[src/rtl/mem_ctrl_pkg.sv]
// Shared types and constants for the MEM-stage data-memory requester.
// Also holds the request-shape check shared by the controller.
package mem_ctrl_pkg;

    localparam int WORD_IDX_W_DEFAULT = 10;

    typedef enum logic [1:0] {
        BYTE = 2'd0,
        HALF = 2'd1,
        WORD = 2'd2
    } size_e;

    typedef enum logic [2:0] {
        IDLE,
        RD,
        GAP,
        WSETUP,
        WR,
        WHOLD,
        RSP,
        ERR
    } state_e;

    // True when the size code is illegal or the address is not naturally aligned.
    function automatic logic bad_shape(input logic [1:0] size, input logic [1:0] lo);
        logic bad;
        case (size)
            2'd0:    bad = 1'b0;
            2'd1:    bad = lo[0];
            2'd2:    bad = (lo != 2'b00);
            default: bad = 1'b1;
        endcase
        return bad;
    endfunction

endpackage

[src/rtl/mem_access_ctrl_if.sv]
// Request/response and memory-port bundle for mem_access_ctrl.
// slave is the controller's view; master is the pipeline/memory side.
interface mem_access_ctrl_if;

    logic        req_valid;
    logic        req_ready;
    logic        req_we;
    logic [1:0]  req_size;
    logic        req_signed;
    logic [31:0] req_addr;
    logic [31:0] req_wdata;

    logic        rsp_valid;
    logic [31:0] rsp_rdata;
    logic        rsp_err;

    logic        mem_ren;
    logic        mem_wen;
    logic [31:0] mem_addr;
    logic [31:0] mem_din;
    logic [31:0] mem_dout;

    modport slave (
        input  req_valid, req_we, req_size, req_signed, req_addr, req_wdata, mem_dout,
        output req_ready, rsp_valid, rsp_rdata, rsp_err, mem_ren, mem_wen, mem_addr, mem_din
    );

    modport master (
        output req_valid, req_we, req_size, req_signed, req_addr, req_wdata, mem_dout,
        input  req_ready, rsp_valid, rsp_rdata, rsp_err, mem_ren, mem_wen, mem_addr, mem_din
    );

endinterface

[src/rtl/mem_lane_unit.sv]
// Combinational byte-lane logic: extracts/extends load data and builds the
// read-modify-write word for sub-word stores (little-endian lanes).
module mem_lane_unit
    import mem_ctrl_pkg::*;
(
    input  size_e       size,
    input  logic [1:0]  addr_lo,
    input  logic        sign_ext,
    input  logic [31:0] rdword,
    input  logic [31:0] wdata,
    output logic [31:0] load_ext,
    output logic [31:0] merged_word
);

    logic [7:0]  byte_sel;
    logic [15:0] half_sel;

    always_comb begin
        byte_sel = rdword[7:0];
        case (addr_lo)
            2'd0:    byte_sel = rdword[7:0];
            2'd1:    byte_sel = rdword[15:8];
            2'd2:    byte_sel = rdword[23:16];
            default: byte_sel = rdword[31:24];
        endcase
        half_sel = addr_lo[1] ? rdword[31:16] : rdword[15:0];

        load_ext = rdword;
        case (size)
            BYTE:    load_ext = {{24{sign_ext & byte_sel[7]}}, byte_sel};
            HALF:    load_ext = {{16{sign_ext & half_sel[15]}}, half_sel};
            default: load_ext = rdword;
        endcase
    end

    // Each lane takes store data when the access covers it, else keeps the read byte.
    generate
        for (genvar gi = 0; gi < 4; gi++) begin : g_lane
            localparam logic [1:0] LANE = 2'(gi);
            logic       lane_hit;
            logic [7:0] lane_src;

            assign lane_hit = (size == WORD)
                           || ((size == HALF) && (addr_lo[1] == LANE[1]))
                           || ((size == BYTE) && (addr_lo == LANE));

            assign lane_src = (size == WORD) ? wdata[8*gi +: 8]
                            : (size == HALF) ? wdata[8*(gi % 2) +: 8]
                            : wdata[7:0];

            assign merged_word[8*gi +: 8] = lane_hit ? lane_src : rdword[8*gi +: 8];
        end
    endgenerate

endmodule

[src/rtl/mem_access_ctrl.sv]
// MEM-stage requester for a word-addressed asynchronous memory: sequences
// ren/wen pulses, does RMW for sub-word stores and returns extended load data.
module mem_access_ctrl
    import mem_ctrl_pkg::*;
#(
    parameter int WORD_IDX_W = WORD_IDX_W_DEFAULT
)(
    input  logic             clock,
    input  logic             resetn,
    mem_access_ctrl_if.slave bus
);

    localparam logic [31:0] HI_MASK = ~((32'd1 << (WORD_IDX_W + 2)) - 32'd1);

    state_e      state_reg,   state_next;
    logic        we_reg,      we_next;
    size_e       size_reg,    size_next;
    logic        sign_reg,    sign_next;
    logic [1:0]  addr_lo_reg, addr_lo_next;
    logic [31:0] wdata_reg,   wdata_next;

    logic        mem_ren_reg,   mem_ren_next;
    logic        mem_wen_reg,   mem_wen_next;
    logic [31:0] mem_addr_reg,  mem_addr_next;
    logic [31:0] mem_din_reg,   mem_din_next;
    logic        rsp_valid_reg, rsp_valid_next;
    logic        rsp_err_reg,   rsp_err_next;
    logic [31:0] rsp_rdata_reg, rsp_rdata_next;

    logic        req_err;
    logic [31:0] load_ext;
    logic [31:0] merged_word;

    assign req_err = bad_shape(bus.req_size, bus.req_addr[1:0]) | (|(bus.req_addr & HI_MASK));

    // Lane logic sees the live memory word; it is only consumed during RD.
    mem_lane_unit u_lane (
        .size        (size_reg),
        .addr_lo     (addr_lo_reg),
        .sign_ext    (sign_reg),
        .rdword      (bus.mem_dout),
        .wdata       (wdata_reg),
        .load_ext    (load_ext),
        .merged_word (merged_word)
    );

    always_ff @(posedge clock or negedge resetn) begin
        if (!resetn) begin
            state_reg     <= IDLE;
            we_reg        <= 1'b0;
            size_reg      <= BYTE;
            sign_reg      <= 1'b0;
            addr_lo_reg   <= 2'b00;
            wdata_reg     <= 32'd0;
            mem_ren_reg   <= 1'b0;
            mem_wen_reg   <= 1'b0;
            mem_addr_reg  <= 32'd0;
            mem_din_reg   <= 32'd0;
            rsp_valid_reg <= 1'b0;
            rsp_err_reg   <= 1'b0;
            rsp_rdata_reg <= 32'd0;
        end else begin
            state_reg     <= state_next;
            we_reg        <= we_next;
            size_reg      <= size_next;
            sign_reg      <= sign_next;
            addr_lo_reg   <= addr_lo_next;
            wdata_reg     <= wdata_next;
            mem_ren_reg   <= mem_ren_next;
            mem_wen_reg   <= mem_wen_next;
            mem_addr_reg  <= mem_addr_next;
            mem_din_reg   <= mem_din_next;
            rsp_valid_reg <= rsp_valid_next;
            rsp_err_reg   <= rsp_err_next;
            rsp_rdata_reg <= rsp_rdata_next;
        end
    end

    always_comb begin
        state_next     = state_reg;
        we_next        = we_reg;
        size_next      = size_reg;
        sign_next      = sign_reg;
        addr_lo_next   = addr_lo_reg;
        wdata_next     = wdata_reg;
        mem_ren_next   = 1'b0;
        mem_wen_next   = 1'b0;
        mem_addr_next  = mem_addr_reg;
        mem_din_next   = mem_din_reg;
        rsp_valid_next = 1'b0;
        rsp_err_next   = 1'b0;
        rsp_rdata_next = 32'd0;

        case (state_reg)
            IDLE: begin
                if (bus.req_valid) begin
                    we_next      = bus.req_we;
                    size_next    = size_e'(bus.req_size);
                    sign_next    = bus.req_signed;
                    addr_lo_next = bus.req_addr[1:0];
                    wdata_next   = bus.req_wdata;
                    if (req_err) begin
                        state_next     = ERR;
                        rsp_valid_next = 1'b1;
                        rsp_err_next   = 1'b1;
                    end else begin
                        // Address (and word-store data) settle while enables are still low.
                        mem_addr_next = {2'b00, bus.req_addr[31:2]};
                        if (bus.req_we && (bus.req_size == 2'd2)) begin
                            state_next   = WSETUP;
                            mem_din_next = bus.req_wdata;
                        end else begin
                            state_next   = RD;
                            mem_ren_next = 1'b1;
                        end
                    end
                end
            end
            RD: begin
                if (!we_reg) begin
                    state_next     = RSP;
                    rsp_valid_next = 1'b1;
                    rsp_rdata_next = load_ext;
                end else begin
                    // Merge captured as ren drops, so mem_din is steady through GAP.
                    state_next   = GAP;
                    mem_din_next = merged_word;
                end
            end
            GAP: begin
                state_next   = WR;
                mem_wen_next = 1'b1;
            end
            WSETUP: begin
                state_next   = WR;
                mem_wen_next = 1'b1;
            end
            WR: begin
                state_next = WHOLD;
            end
            WHOLD: begin
                state_next     = RSP;
                rsp_valid_next = 1'b1;
            end
            RSP: begin
                state_next = IDLE;
            end
            ERR: begin
                state_next = IDLE;
            end
            default: begin
                state_next = IDLE;
            end
        endcase
    end

    assign bus.req_ready = (state_reg == IDLE);
    assign bus.mem_ren   = mem_ren_reg;
    assign bus.mem_wen   = mem_wen_reg;
    assign bus.mem_addr  = mem_addr_reg;
    assign bus.mem_din   = mem_din_reg;
    assign bus.rsp_valid = rsp_valid_reg;
    assign bus.rsp_err   = rsp_err_reg;
    assign bus.rsp_rdata = rsp_rdata_reg;

endmodule
[src/flat_wrapper.sv]
// flat-port wrapper written by rule: the top's interface ports become plain ports
module mem_access_ctrl_flat import mem_ctrl_pkg::*;
#(
    parameter int WORD_IDX_W = WORD_IDX_W_DEFAULT
)
  (clock, resetn, bus_req_valid, bus_req_we, bus_req_size, bus_req_signed, bus_req_addr, bus_req_wdata, bus_mem_dout, bus_req_ready, bus_rsp_valid, bus_rsp_rdata, bus_rsp_err, bus_mem_ren, bus_mem_wen, bus_mem_addr, bus_mem_din);
  mem_access_ctrl_if bus_i ();
  input  logic clock;
  input  logic resetn;
  input wire logic [$bits(bus_i.req_valid)-1:0] bus_req_valid;
  input wire logic [$bits(bus_i.req_we)-1:0] bus_req_we;
  input wire logic [$bits(bus_i.req_size)-1:0] bus_req_size;
  input wire logic [$bits(bus_i.req_signed)-1:0] bus_req_signed;
  input wire logic [$bits(bus_i.req_addr)-1:0] bus_req_addr;
  input wire logic [$bits(bus_i.req_wdata)-1:0] bus_req_wdata;
  input wire logic [$bits(bus_i.mem_dout)-1:0] bus_mem_dout;
  output wire logic [$bits(bus_i.req_ready)-1:0] bus_req_ready;
  output wire logic [$bits(bus_i.rsp_valid)-1:0] bus_rsp_valid;
  output wire logic [$bits(bus_i.rsp_rdata)-1:0] bus_rsp_rdata;
  output wire logic [$bits(bus_i.rsp_err)-1:0] bus_rsp_err;
  output wire logic [$bits(bus_i.mem_ren)-1:0] bus_mem_ren;
  output wire logic [$bits(bus_i.mem_wen)-1:0] bus_mem_wen;
  output wire logic [$bits(bus_i.mem_addr)-1:0] bus_mem_addr;
  output wire logic [$bits(bus_i.mem_din)-1:0] bus_mem_din;
  assign bus_i.req_valid = bus_req_valid;
  assign bus_i.req_we = bus_req_we;
  assign bus_i.req_size = bus_req_size;
  assign bus_i.req_signed = bus_req_signed;
  assign bus_i.req_addr = bus_req_addr;
  assign bus_i.req_wdata = bus_req_wdata;
  assign bus_i.mem_dout = bus_mem_dout;
  assign bus_req_ready = bus_i.req_ready;
  assign bus_rsp_valid = bus_i.rsp_valid;
  assign bus_rsp_rdata = bus_i.rsp_rdata;
  assign bus_rsp_err = bus_i.rsp_err;
  assign bus_mem_ren = bus_i.mem_ren;
  assign bus_mem_wen = bus_i.mem_wen;
  assign bus_mem_addr = bus_i.mem_addr;
  assign bus_mem_din = bus_i.mem_din;
  mem_access_ctrl #(.WORD_IDX_W(WORD_IDX_W)) u_core (.clock(clock), .resetn(resetn), .bus(bus_i));
endmodule
[config.mk]
export PLATFORM = sky130hd
export DESIGN_NAME = mem_access_ctrl_flat
export DESIGN_NICKNAME = d
export VERILOG_FILES = /design/src/rtl/mem_ctrl_pkg.sv /design/src/rtl/mem_access_ctrl_if.sv /design/src/rtl/mem_lane_unit.sv /design/src/rtl/mem_access_ctrl.sv /design/src/flat_wrapper.sv
export SDC_FILE = /design/constraint.sdc
export NUM_CORES = 1
export LEC_CHECK = 0
export ABC_AREA = 1
export CAP_MARGIN = 15
export CORE_MARGIN = 2
export CORE_UTILIZATION = 44
export DETAILED_ROUTE_END_ITERATION = 10
export GPL_TIMING_DRIVEN = 0
export PLACE_DENSITY = 0.77
export SLEW_MARGIN = 20
export SYNTH_ARGS = -nofsm -noshare
export SYNTH_HDL_FRONTEND = slang
export SYNTH_HIERARCHICAL = 1
export SYNTH_SLANG_ARGS = --single-unit
[constraint.sdc]
create_clock -name clock -period 1.49 [get_ports clock]
set_input_delay 0.3725 -clock clock [delete_from_list [all_inputs] [get_ports clock]]
set_output_delay 0.3725 -clock clock [all_outputs]
set_load 0.03 [all_outputs]
==> flow_metrics.py, run 1 <==
metrics = {
    "clock_network": {
        "clock-sinks": 139,
        "cts_buffer_depth": 2,
        "cts_tree": "built",
        "root_buffer": "clkbuf_16",
        "path_clk_slew_ps": 60,
        "h-tree-depth": 4,
        "cts-buffers-inserted": 17,
        "insertion_delay_ps": 430,
    },
    "layout": {
        "n_fill_cell": 1380,
        "final_cell_mix": "nand2_1 (386), dfrtp_1 (137), clkdlybuf4s50_1 (97)",
        "final_common_cell": "nand2_1",
        "num_antenna_cells": 0,
        "drive_gt1_frac": 0.339,
        "utilization": 0.685,
        "layout.nets": 1347,
        "seq_area_um2": 3480,
        "fin_area_um2": 11700,
        "syn_to_final_growth_pct": 53.8,
        "multi_input_area_um2": 4220,
        "fin_cells": 1480,
    },
    "placed_design": {
        "dp_hpwl_um": 18100,
        "place_area_um2": 10000,
        "gp_congestion": 0.949,
        "place_inst": 1404,
        "port_buffers": 201,
    },
    "status": {
        "status": "finished with violations",
        "violations": "negative setup slack",
    },
    "die": {
        "dieArea_um2": 18300,
        "num_io_pins": 204,
        "die_x_um": 135,
        "row_count": 48,
        "dieHeight_um": 135,
        "core_area_um2": 17100,
        "initial_core_util": 0.445,
    },
    "route": {
        "antenna_left": 0,
        "top_layer": "met4",
        "drt-pass1-iter-count": 5,
        "vias": 7577,
        "drt-vias-per-instance": 5.12,
        "routedLengthMet1_um": 10600,
        "post_drt_wl_per_cell_um": 17.4,
        "met2_wirelength_um": 12000,
        "drt_iter0_markers": 644,
        "drc": 0,
        "wl_met3_um": 2420,
        "totalWireLength_um": 25700,
    },
    "critical_path": {
        "crit_start": "u_core/size_reg[1]$_DFFE_PN0P_",
        "cp_max_fo": 7,
        "crit_top_cell": "buf_6",
        "max_stage_delay_ps": 380,
        "crit_family": "simple AND/OR/NAND/NOR gates",
        "critPathBufInv": 4,
        "crit_path_end_kind": "register",
        "required_ps": 1840,
        "crit_chain": "buf_6, nor2_4, buf_6, inv_8, nor2_4, nand3_4, buf_6, nand3_2, nand2_1, nor2_1",
        "crit_slowest_cell": "dfrtp_1",
        "crit_type": "register to register",
        "cp_data_arrival_time_ps": 2120,
        "timing.rr.start": "u_core/size_reg[1]$_DFFE_PN0P_",
        "crit_path_start_kind": "register",
    },
    "synth": {
        "synthArstFlopShare": 1.00,
        "synthTopCellsByArea": "dfrtp_1 (46%), nand2_1 (21%), nand3_1 (6.3%)",
        "synth_area_leader_cell": "dfrtp_1",
        "netlist_area_um2": 7600,
        "ys_ff_latch": 139,
        "yosys_warnings": 6,
        "ys.flop_type": "dfrtp_1",
        "synth_edf_count": 0,
        "ys_seq_area_frac": 0.458,
        "synth.avg_cell_area_um2": 7.78,
        "syn_inst": 976,
        "synth.distinct_cells": 32,
        "yosysTopAreaCellShare": 0.458,
    },
    "job": {
        "drv_cap": 0,
    },
    "power_and_ir_drop": {
        "peakVddDrop_mv": 1.14,
        "power_mw": 24.2,
        "seqPwrFrac": 0.237,
        "p_int_mw": 13.3,
        "p_leak_nw": 6.01,
        "p_comb_frac": 0.581,
        "swShare": 0.450,
        "switching_power_mw": 10.9,
        "power-per-cell-area_nw_per_um2": 2070,
        "power.clock.fraction": 0.182,
    },
    "sta": {
        "max_freq_mhz": 563,
        "worst_slack_ps": -286,
        "fin_crit_sh": 1.19,
        "timing.setup.tns_ps": -13450,
        "setup_viol": 62,
        "finalHoldViolCount": 0,
        "rsz0062_at_grt": "true",
        "fin_crit_ps": 1780,
        "fin_skew_ps": 12.9,
        "slew_violations": 0,
    },
    "grt": {
        "grt_use_total": 0.283,
        "grt_max_degree": 90,
        "grt_overflow": 0,
        "antenna_found_initial": 0,
        "grt_pass1_wl_um": 39600,
        "grt_pass1_vias": 7492,
    },
    "hold_path": {
        "hold_class": "primary input to register",
        "hold_path_startpoint": "bus_req_addr[0]",
    },
}
[worst register-to-register path, delay by kind of cell (launching register included)]
family,cells,cell delay [ps]
buffers and inverters,4,560
AND/OR/NAND/NOR,6,750
flip-flops,1,380
[routing by layer]
| layer | up-vias | GRT usage |
|---|---|---|
| met5 | - | 0 |
| met4 | 0 | 0.104 |
| met3 | 46 | 0.0898 |
| met2 | 350 | 0.447 |
| met1 | 3572 | 0.367 |
| li1 | 3609 | - |
[worst paths after layout]
| path | endpoint | slack [ps] | depth (start not counted) |
|---|---|---|---|
| setup / recovery | u_core/bus.rsp_rdata[27]$_DFF_PN0_ | -290 | 10 |
| setup reg to reg | u_core/bus.rsp_rdata[27]$_DFF_PN0_ | -290 | 10 |
| min in group asynchronous | u_core/bus.rsp_rdata[27]$_DFF_PN0_ | 460 | 2 |
| max in group asynchronous | u_core/bus.mem_addr[10]$_DFFE_PN0P_ | 270 | 3 |
| hold reg to reg | u_core/bus.mem_din[21]$_DFFE_PN0P_ | 470 | 2 |
| hold / removal | u_core/addr_lo_reg[0]$_DFFE_PN0P_ | 270 | 3 |
[metrics by stage]
stage	hold WS [ps]	setup WS, ps
global placement	455	-5870
CTS	457	-222
floorplan	76.9	-110
global route	284	-337
finish	273	-286
detailed placement	299	-776
[cells in the mapped netlist (5+ instances only)]
cell type    n
nand3_1     96
clkbuf_1    13
mux2_2      32
nand2_1    417
o21ai_1      9
o21ai_0     13
nand4_1     16
buf_2       16
buf_6       19
nand3_2     10
o21ai_2     10
inv_1       42
nor2_1      93
inv_2        9
nand2_2      5
nor2_4       6
dfrtp_1    139
[timing repair]
action	in CTS	in global routing
gates cloned	5	4
hold buffers	1	0
hold endpoints to repair	50	0
buffers inserted	24	13
gates resized for setup	433	197
pin swaps	37	65
endpoints found under the setup margin	227	178
[power groups by stage]
stage	registers, mW	clock network (mW)	logic, mW
after floorplan	6.64	0	6.98
after global placement	5.70	0	11.3
after detailed placement	5.70	0	11.4
after CTS	5.70	4.45	13.1
after global routing	5.83	4.62	15.1
final	5.72	4.40	14.1
[kinds of logic after synthesis]
family | synth area share
flops | 0.458
simple gates | 0.380
mux | 0.0474
other cells | 0.000494
fa+ha+maj | 0.00329
compound gates | 0.0315
buf+inv | 0.0799
[area by class of cell]
cell class / count / share of cell area
Multi-Input combinational cell: 732 / 0.361
Tap cell: 225 / 0.0241
Buffer: 51 / 0.0436
Sequential cell: 139 / 0.298
Inverter: 55 / 0.0228
Clock inverter: 12 / 0.0138
Clock buffer: 20 / 0.0382
Timing Repair Buffer: 246 / 0.199
(Power assumes the default switching activity.)
==> run 2, diff against run 1 <==
--- a/config.mk
+++ b/config.mk
@@ -6,7 +6,7 @@
 export NUM_CORES = 1
 export LEC_CHECK = 0
 export ABC_AREA = 1
-export CAP_MARGIN = 15
+export CAP_MARGIN = 30
 export CORE_MARGIN = 2
 export CORE_UTILIZATION = 44
 export DETAILED_ROUTE_END_ITERATION = 10
==> results of run 2 <==
Final layout, timing and power as in run 1 (identical DEF).
